File: src/rtl/multicycle_controller.sv
// multicycle_controller
//   Moore control FSM for the shared-memory multicycle MIPS core. It steps the
//   datapath through fetch/decode/execute/memory/writeback, one step per clock.
//   It also decodes op/funct into ALU control and produces the PC enable.
// Ports:
//   clk, reset           core clock, synchronous active-high reset (-> FETCH)
//   op, funct            instr[31:26] / instr[5:0] from the IR
//   zero                 ALU zero flag (branch resolution in BEQEX)
//   pcen                 PC write enable = pcwrite | (branch & zero)
//   memwrite, irwrite, regwrite   write strobes, held low while reset is high
//   alusrca, iord, memtoreg, regdst, alusrcb, pcsrc   datapath mux selects
//   alucontrol           ALU operation code
//   state                current state code, for debug
module multicycle_controller (
  input  logic       clk,
  input  logic       reset,
  input  logic [5:0] op,
  input  logic [5:0] funct,
  input  logic       zero,
  output logic       pcen,
  output logic       memwrite,
  output logic       irwrite,
  output logic       regwrite,
  output logic       alusrca,
  output logic       iord,
  output logic       memtoreg,
  output logic       regdst,
  output logic [1:0] alusrcb,
  output logic [1:0] pcsrc,
  output logic [2:0] alucontrol,
  output logic [3:0] state
);

  typedef enum logic [3:0] {
    FETCH   = 4'd0,
    DECODE  = 4'd1,
    MEMADR  = 4'd2,
    MEMRD   = 4'd3,
    MEMWB   = 4'd4,
    MEMWR   = 4'd5,
    RTYPEEX = 4'd6,
    RTYPEWB = 4'd7,
    BEQEX   = 4'd8,
    ADDIEX  = 4'd9,
    ADDIWB  = 4'd10,
    JEX     = 4'd11
  } state_t;

  localparam logic [5:0] OP_LW    = 6'b100011;
  localparam logic [5:0] OP_SW    = 6'b101011;
  localparam logic [5:0] OP_RTYPE = 6'b000000;
  localparam logic [5:0] OP_BEQ   = 6'b000100;
  localparam logic [5:0] OP_ADDI  = 6'b001000;
  localparam logic [5:0] OP_J     = 6'b000010;

  state_t     cur, nxt;
  logic       pcwrite, branch, irw, mw, rw;
  logic [1:0] aluop;

  always_ff @(posedge clk) begin
    if (reset) cur <= FETCH;
    else       cur <= nxt;
  end

  assign state = cur;

  always_comb begin
    nxt = FETCH;
    case (cur)
      FETCH:   nxt = DECODE;
      DECODE: begin
        case (op)
          OP_LW, OP_SW: nxt = MEMADR;
          OP_RTYPE:     nxt = RTYPEEX;
          OP_BEQ:       nxt = BEQEX;
          OP_ADDI:      nxt = ADDIEX;
          OP_J:         nxt = JEX;
          default:      nxt = FETCH;
        endcase
      end
      MEMADR:  nxt = (op == OP_LW) ? MEMRD : MEMWR;
      MEMRD:   nxt = MEMWB;
      RTYPEEX: nxt = RTYPEWB;
      ADDIEX:  nxt = ADDIWB;
      default: nxt = FETCH;
    endcase
  end

  always_comb begin
    pcwrite  = 1'b0;
    branch   = 1'b0;
    irw      = 1'b0;
    mw       = 1'b0;
    rw       = 1'b0;
    alusrca  = 1'b0;
    iord     = 1'b0;
    memtoreg = 1'b0;
    regdst   = 1'b0;
    alusrcb  = 2'b00;
    pcsrc    = 2'b00;
    aluop    = 2'b00;
    case (cur)
      FETCH:   begin alusrcb = 2'b01; irw = 1'b1; pcwrite = 1'b1; end
      DECODE:  alusrcb = 2'b11;
      MEMADR:  begin alusrca = 1'b1; alusrcb = 2'b10; end
      MEMRD:   iord = 1'b1;
      MEMWB:   begin memtoreg = 1'b1; rw = 1'b1; end
      MEMWR:   begin iord = 1'b1; mw = 1'b1; end
      RTYPEEX: begin alusrca = 1'b1; aluop = 2'b10; end
      RTYPEWB: begin regdst = 1'b1; rw = 1'b1; end
      BEQEX:   begin alusrca = 1'b1; aluop = 2'b01; pcsrc = 2'b01; branch = 1'b1; end
      ADDIEX:  begin alusrca = 1'b1; alusrcb = 2'b10; end
      ADDIWB:  rw = 1'b1;
      JEX:     begin pcsrc = 2'b10; pcwrite = 1'b1; end
      default: ;
    endcase
  end

  // Write strobes are gated directly by reset so that an instruction caught
  // mid-flight (e.g. in MEMWR) cannot commit a write in the reset cycle.
  assign pcen     = ~reset & (pcwrite | (branch & zero));
  assign irwrite  = ~reset & irw;
  assign memwrite = ~reset & mw;
  assign regwrite = ~reset & rw;

  always_comb begin
    alucontrol = 3'b010;
    case (aluop)
      2'b01: alucontrol = 3'b110;
      2'b10: begin
        case (funct)
          6'b100000: alucontrol = 3'b010;
          6'b100010: alucontrol = 3'b110;
          6'b100100: alucontrol = 3'b000;
          6'b100101: alucontrol = 3'b001;
          6'b101010: alucontrol = 3'b111;
          default:   alucontrol = 3'b010;
        endcase
      end
      default: alucontrol = 3'b010;
    endcase
  end

endmodule

File: config.mk
export PLATFORM = sky130hd
export DESIGN_NAME = multicycle_controller
export DESIGN_NICKNAME = d
export VERILOG_FILES = /design/src/rtl/multicycle_controller.sv
export SDC_FILE = /design/constraint.sdc
export NUM_CORES = 1
export LEC_CHECK = 0
export ABC_CLOCK_PERIOD_IN_PS = 2700
export CAP_MARGIN = 20
export CELL_PAD_IN_SITES_DETAIL_PLACEMENT = 0
export CELL_PAD_IN_SITES_GLOBAL_PLACEMENT = 1
export CORE_MARGIN = 4
export CORE_UTILIZATION = 22
export CTS_CLUSTER_DIAMETER = 50
export DETAILED_ROUTE_END_ITERATION = 7
export HOLD_SLACK_MARGIN = 0.06
export PLACE_DENSITY_LB_ADDON = 0.1
export SYNTH_ARGS = -nofsm -noshare
export SYNTH_HDL_FRONTEND = slang
export SYNTH_SLANG_ARGS = --single-unit
File: constraint.sdc
create_clock -name clk -period 2.7 [get_ports clk]
set_input_delay 0.81 -clock clk [delete_from_list [all_inputs] [get_ports clk]]
set_output_delay 0.81 -clock clk [all_outputs]
set_load 0.01 [all_outputs]
## Yosys cells after proc, flatten, opt, wreduce, memory -nomap -nowiden

Cells that the tools add are included.

- Memories kept: 0
- Latch bits: 0
- Bits in read-only memories: 0
- Word-level logic and storage cells: 55
- Input bits: 15
- Output and inout port bits: 19
- Register bits after elaboration: 4
- RAM bits: 0

- $add $sub $neg: 0
- Reduce and logical (&&, ||, !) cells: 8
- Eq/ne operators: 22
- Multiply operators: 0
- Shift operators: 0
- Multiplexer cells: 17
- Divide/modulo/power cells: 0
- Magnitude comparators: 0
- Bitwise operators: 7

Operators with widths:

| cell | number |
|---|---|
| $eq 6x6->1 const B | 6 |
| $pmux 4 s6 | 1 |
| $pmux 4 s5 | 1 |
| $eq 4x3->1 const B | 4 |
| $eq 4x4->1 const B | 4 |
| $pmux 3 s4 | 1 |
| $mux 1 | 9 |
| $eq 4x2->1 const B | 2 |
| $pmux 2 s2 | 2 |
| $reduce_or 2->1 | 4 |
| $eq 6x2->1 const B | 1 |
| $eq 6x3->1 const B | 1 |
| $eq 6x4->1 const B | 1 |
| $logic_not 6->1 | 1 |
| $pmux 2 s3 | 1 |
| $pmux 3 s2 | 1 |
| $and 1x1->1 | 5 |
| $eq 4x1->1 const B | 1 |
| $logic_not 4->1 | 1 |
| $reduce_or 4->1 | 1 |
| $mux 3 | 1 |
| $reduce_or 3->1 | 1 |
| $eq 2x1->1 const B | 1 |
| $eq 2x2->1 const B | 1 |
| 2 further kinds | 2 |

## Depth between registers and ports, before layout

- Depth in word-level cells: 5
- Depth in mapped cells: 6
- Mapped depth without buffers: 6

## Worst setup path after synthesis

OpenSTA, ideal clock, no wires.

- Kind: register -> output
- From: register cur[0], in the netlist state[0]
- To: output port alucontrol[0]
- Setup slack: 329 ps
- Data arrival time: 1561 ps
- Cell stages (with the launch flop): 5
- Path buffers: 1
- Data required time: 1890 ps
- Cell sequence: dfxtp_1 clkbuf_1 or3_1 ha_1 nor3_1

- Cells in the longest elaborated chain, start to end: 4
- Elaborated cells on any way between the ends: 6
- Those cells by class: eq/ne: 4; mux: 2

Ends and longest elaborated chain:

| element | line | text |
|---|---|---|
| start: declaration | 56 | `state_t cur, nxt;` |
| start signal: assignment | 62 | `else cur <= nxt;` |
| $eq 4x4->1 or $eq 4x3->1 (tied branches) | 102 | `case (cur)` |
| $pmux 2 s2 * | 102 |  |
| $eq 2x2->1 or $eq 2x1->1 (tied branches) | 128 | `case (aluop)` |
| $pmux 3 s2 * | 128 |  |
| end: declaration | 30 | `output logic [2:0] alucontrol,` |

Mark *: on every way between the ends. The rest lies on a longest branch, timed or not.

## Final worst setup path

- From: register cur[2], in the netlist state[2]
- To: output port alucontrol[1]

The elaborated chain is that of the path after synthesis.

==> impl_metrics.toml <==
[global_route]
grt_pass1_vias = 633
grtUsageTotal = 0.1113
grt_overflow_total = 0
grt_pass1_wl_mm = 2.863
grt_start_max_net_pins = 12
antenna_found_initial = 0

[timing]
finalSetupTns_ps = 0
fin_crit_sh = 0.9661
max_freq_mhz = 383.4
tightest_slew_ps = 282.6
max_slew_margin = 0.8089
rsz0062_at_grt = "no"
setup_slack_ps = 91.63
setup_viol = 0
drv_slew = 0
finalClockSkew_ps = 3.866
finalCriticalPeriod_ps = 2608
hold_slack_ps = 750.2
hold_viol_final = 0

[detailed_routing]
drc = 0
viasPerCell = 4.709
vias = 711
drt_wl_total_mm = 1.749
drt-pass1-iter-count = 4
wire_per_inst_um = 11.58
drtAntennaViolNets = 0
drt-initial-drc-count = 9

[power]
ir_drop_mv = 0.3013
power.leakage_uw = 0.0004356
switching_share = 0.2733
intPower_uw = 154.8
total_power_uw = 213.0
pwr_density_cell_nw_per_um2 = 213.5
p_sw_uw = 58.20
p_clk_frac = 0.341
p_comb_frac = 0.364
seq_power_share = 0.296

[yosys]
synth_area_leader_cell = "dfxtp_1"
synth_warnings = 0
synth_area_um2 = 523.0
synth_cell_types = 34
netlist.area_leader.share = 0.1531
synth_area_leaders = "dfxtp_1, nor2_1, a21oi_1"
async_flop_share = 0
synth_flop_cell = "dfxtp_1"
avgSynthCellArea_um2 = 6.620
synth-edff-count = 0
synthCells = 79
ys_seq_area_frac = 0.1531
ys_ff_latch = 4
syn_nets = 96

[floorplan]
initial_core_util = 0.2342
boundaryPins = 34
row_count = 17
die_area_um2 = 3221
die_h_um = 56.76
die_x_um = 56.76
core_um2 = 2233

[placed_design]
post-place-ws_ps = -515.8
io_buffers = 33
detailed_place_hpwl_mm = 1.433
gp_congestion = 0.7517
dp.cells = 148

[cts]
cts_max_level = 1
cts_made_buffers = 3
clock_path_buffers = 2
clk_pin_slew_worst_paths_ps = 40
cts_tree = "built"
clk_latency_ps = 230
cts.sink_count = 4
root_buffer = "clkbuf_4"
cts.hold.buffers_added = 0

[worst_setup_path]
worst-path-max-fanout = 4
max_stage_delay_ps = 360
worstPathCellList = "nand2b_1, or3_1, ha_1, a211o_1, buf_2"
r2r_slack_ps = 1340
crit_arrival_ps = 1800
crit_required_ps = 1890
slowest_stage = "ha_1"
cp-end-kind = "output pin"
critPathKind = "reg2out"
start_kind = "flip-flop"

[job]
max_cap_viol_count = 0

[layout]
largest_reg_flops = 4
drive_gt1_frac = 0.2358
antenna_cells = 0
area_growth_pct = 90.67
finish.net_count = 142
stdcell_count = 151

[worst_hold_path]
hp-class = "reg2reg"

[status]
status = "finished, final reports clean"
-- per-layer routing --
| metal | GRT usage | share of wire | vias to the layer above |
|---|---|---|---|
| met5 | 0 | 0 | - |
| met4 | 0.009934 | 0.0034 | 0 |
| met2 | 0.1683 | 0.48 | 21 |
| met1 | 0.1502 | 0.44 | 318 |
| li1 | - | - | 370 |
| met3 | 0.05057 | 0.078 | 2 |
-- worst max-delay path, delay by kind of cell (launching register included) --
kind	cells	cell delay, ps
adders and majority gates	1	360
AOI/OAI and AO/OA	1	230
and+or+nand+nor	2	510
DFF	1	330
buffers and inverters	1	140
-- logic make-up (layout without fill, tap and decap cells) --
logic type / Yosys count / count (layout) / share of synthesized area
AND/OR/NAND/NOR: 42 / 42 / 0.4641
AO/OA/AOI/OAI: 20 / 20 / 0.2320
buffers and inverters: 9 / 53 / 0.06937
flip-flops: 4 / 4 / 0.1531
adder cells (fa/ha/maj): 2 / 2 / 0.04784
XOR/XNOR: 2 / 2 / 0.03350
-- path summary, 6_finish.rpt --
check | end | from | cells after the start
worst min register to register | state[0]$_SDFF_PP0_ | state[3]$_SDFF_PP0_ | 4
worst min-delay path | state[0]$_SDFF_PP0_ | state[3]$_SDFF_PP0_ | 4
worst max-delay path | alucontrol[1] | state[2]$_SDFF_PP0_ | 5
worst max register to register | state[1]$_SDFF_PP0_ | state[1]$_SDFF_PP0_ | 5
-- cell usage in the layout, fill, tap and decap left out, drive strengths merged, types with 2 or more instances in the layout --
cell,instances
clkdlybuf4s50,19
buf,15
nor2,10
nand2,7
nor3,7
a21oi,6
dlygate4sd2,6
inv,5
a31oi,4
dlymetal6s2s,4
dfxtp,4
nand2b,4
o21ai,4
clkbuf,3
nor3b,3
o21bai,2
ha,2
or3,2
or4,2
-- through the flow --
| step | cell area (um^2) | util |
|---|---|---|
| 6_report | 997.2 | 0.4465 |
| 5_1_grt | 997.2 | 0.4465 |
| 4_1_cts | 979.7 | 0.4387 |
| 3_5_place_dp | 960.9 | 0.4303 |
| 3_3_place_gp | 960.9 | 0.4303 |
| 2_1_floorplan | 523.0 | - |
-- cell type report --
class	count	area (um^2)
sequential	4	80.08
tap	28	35.03
clock buffer	3	22.52
inverter	5	18.77
timing repair buffer	45	409.1
fill	250	1236
multi-input combinational	66	431.7
-- power groups by stage --
stage,Combinational [uW],Sequential (uW),Clock [uW]
floorplan,29.6,64.4,0
global placement,79.4,63.8,0
detailed placement,79.4,63.8,0
CTS,78.0,62.9,76.6
global route,85.3,63.2,81.5
finish,77.4,62.9,72.6
-- cells in the mapped netlist, types with 2 or more instances --
cell,n
dfxtp_1,4
buf_2,2
nand2_1,7
nor3b_1,3
inv_1,5
o21ai_0,3
nor2_1,10
nand2b_1,4
nor3_1,6
o21bai_1,2
a31oi_1,4
ha_1,2
a21oi_1,6
-- what timing repair did --
item | CTS | global route
resized for setup | 25 | 6
pin swaps | 2 | 4
buffers inserted | 0 | 0
endpoints found under the setup margin | 7 | 6
Note: power is estimated with default switching activity, not from simulation.
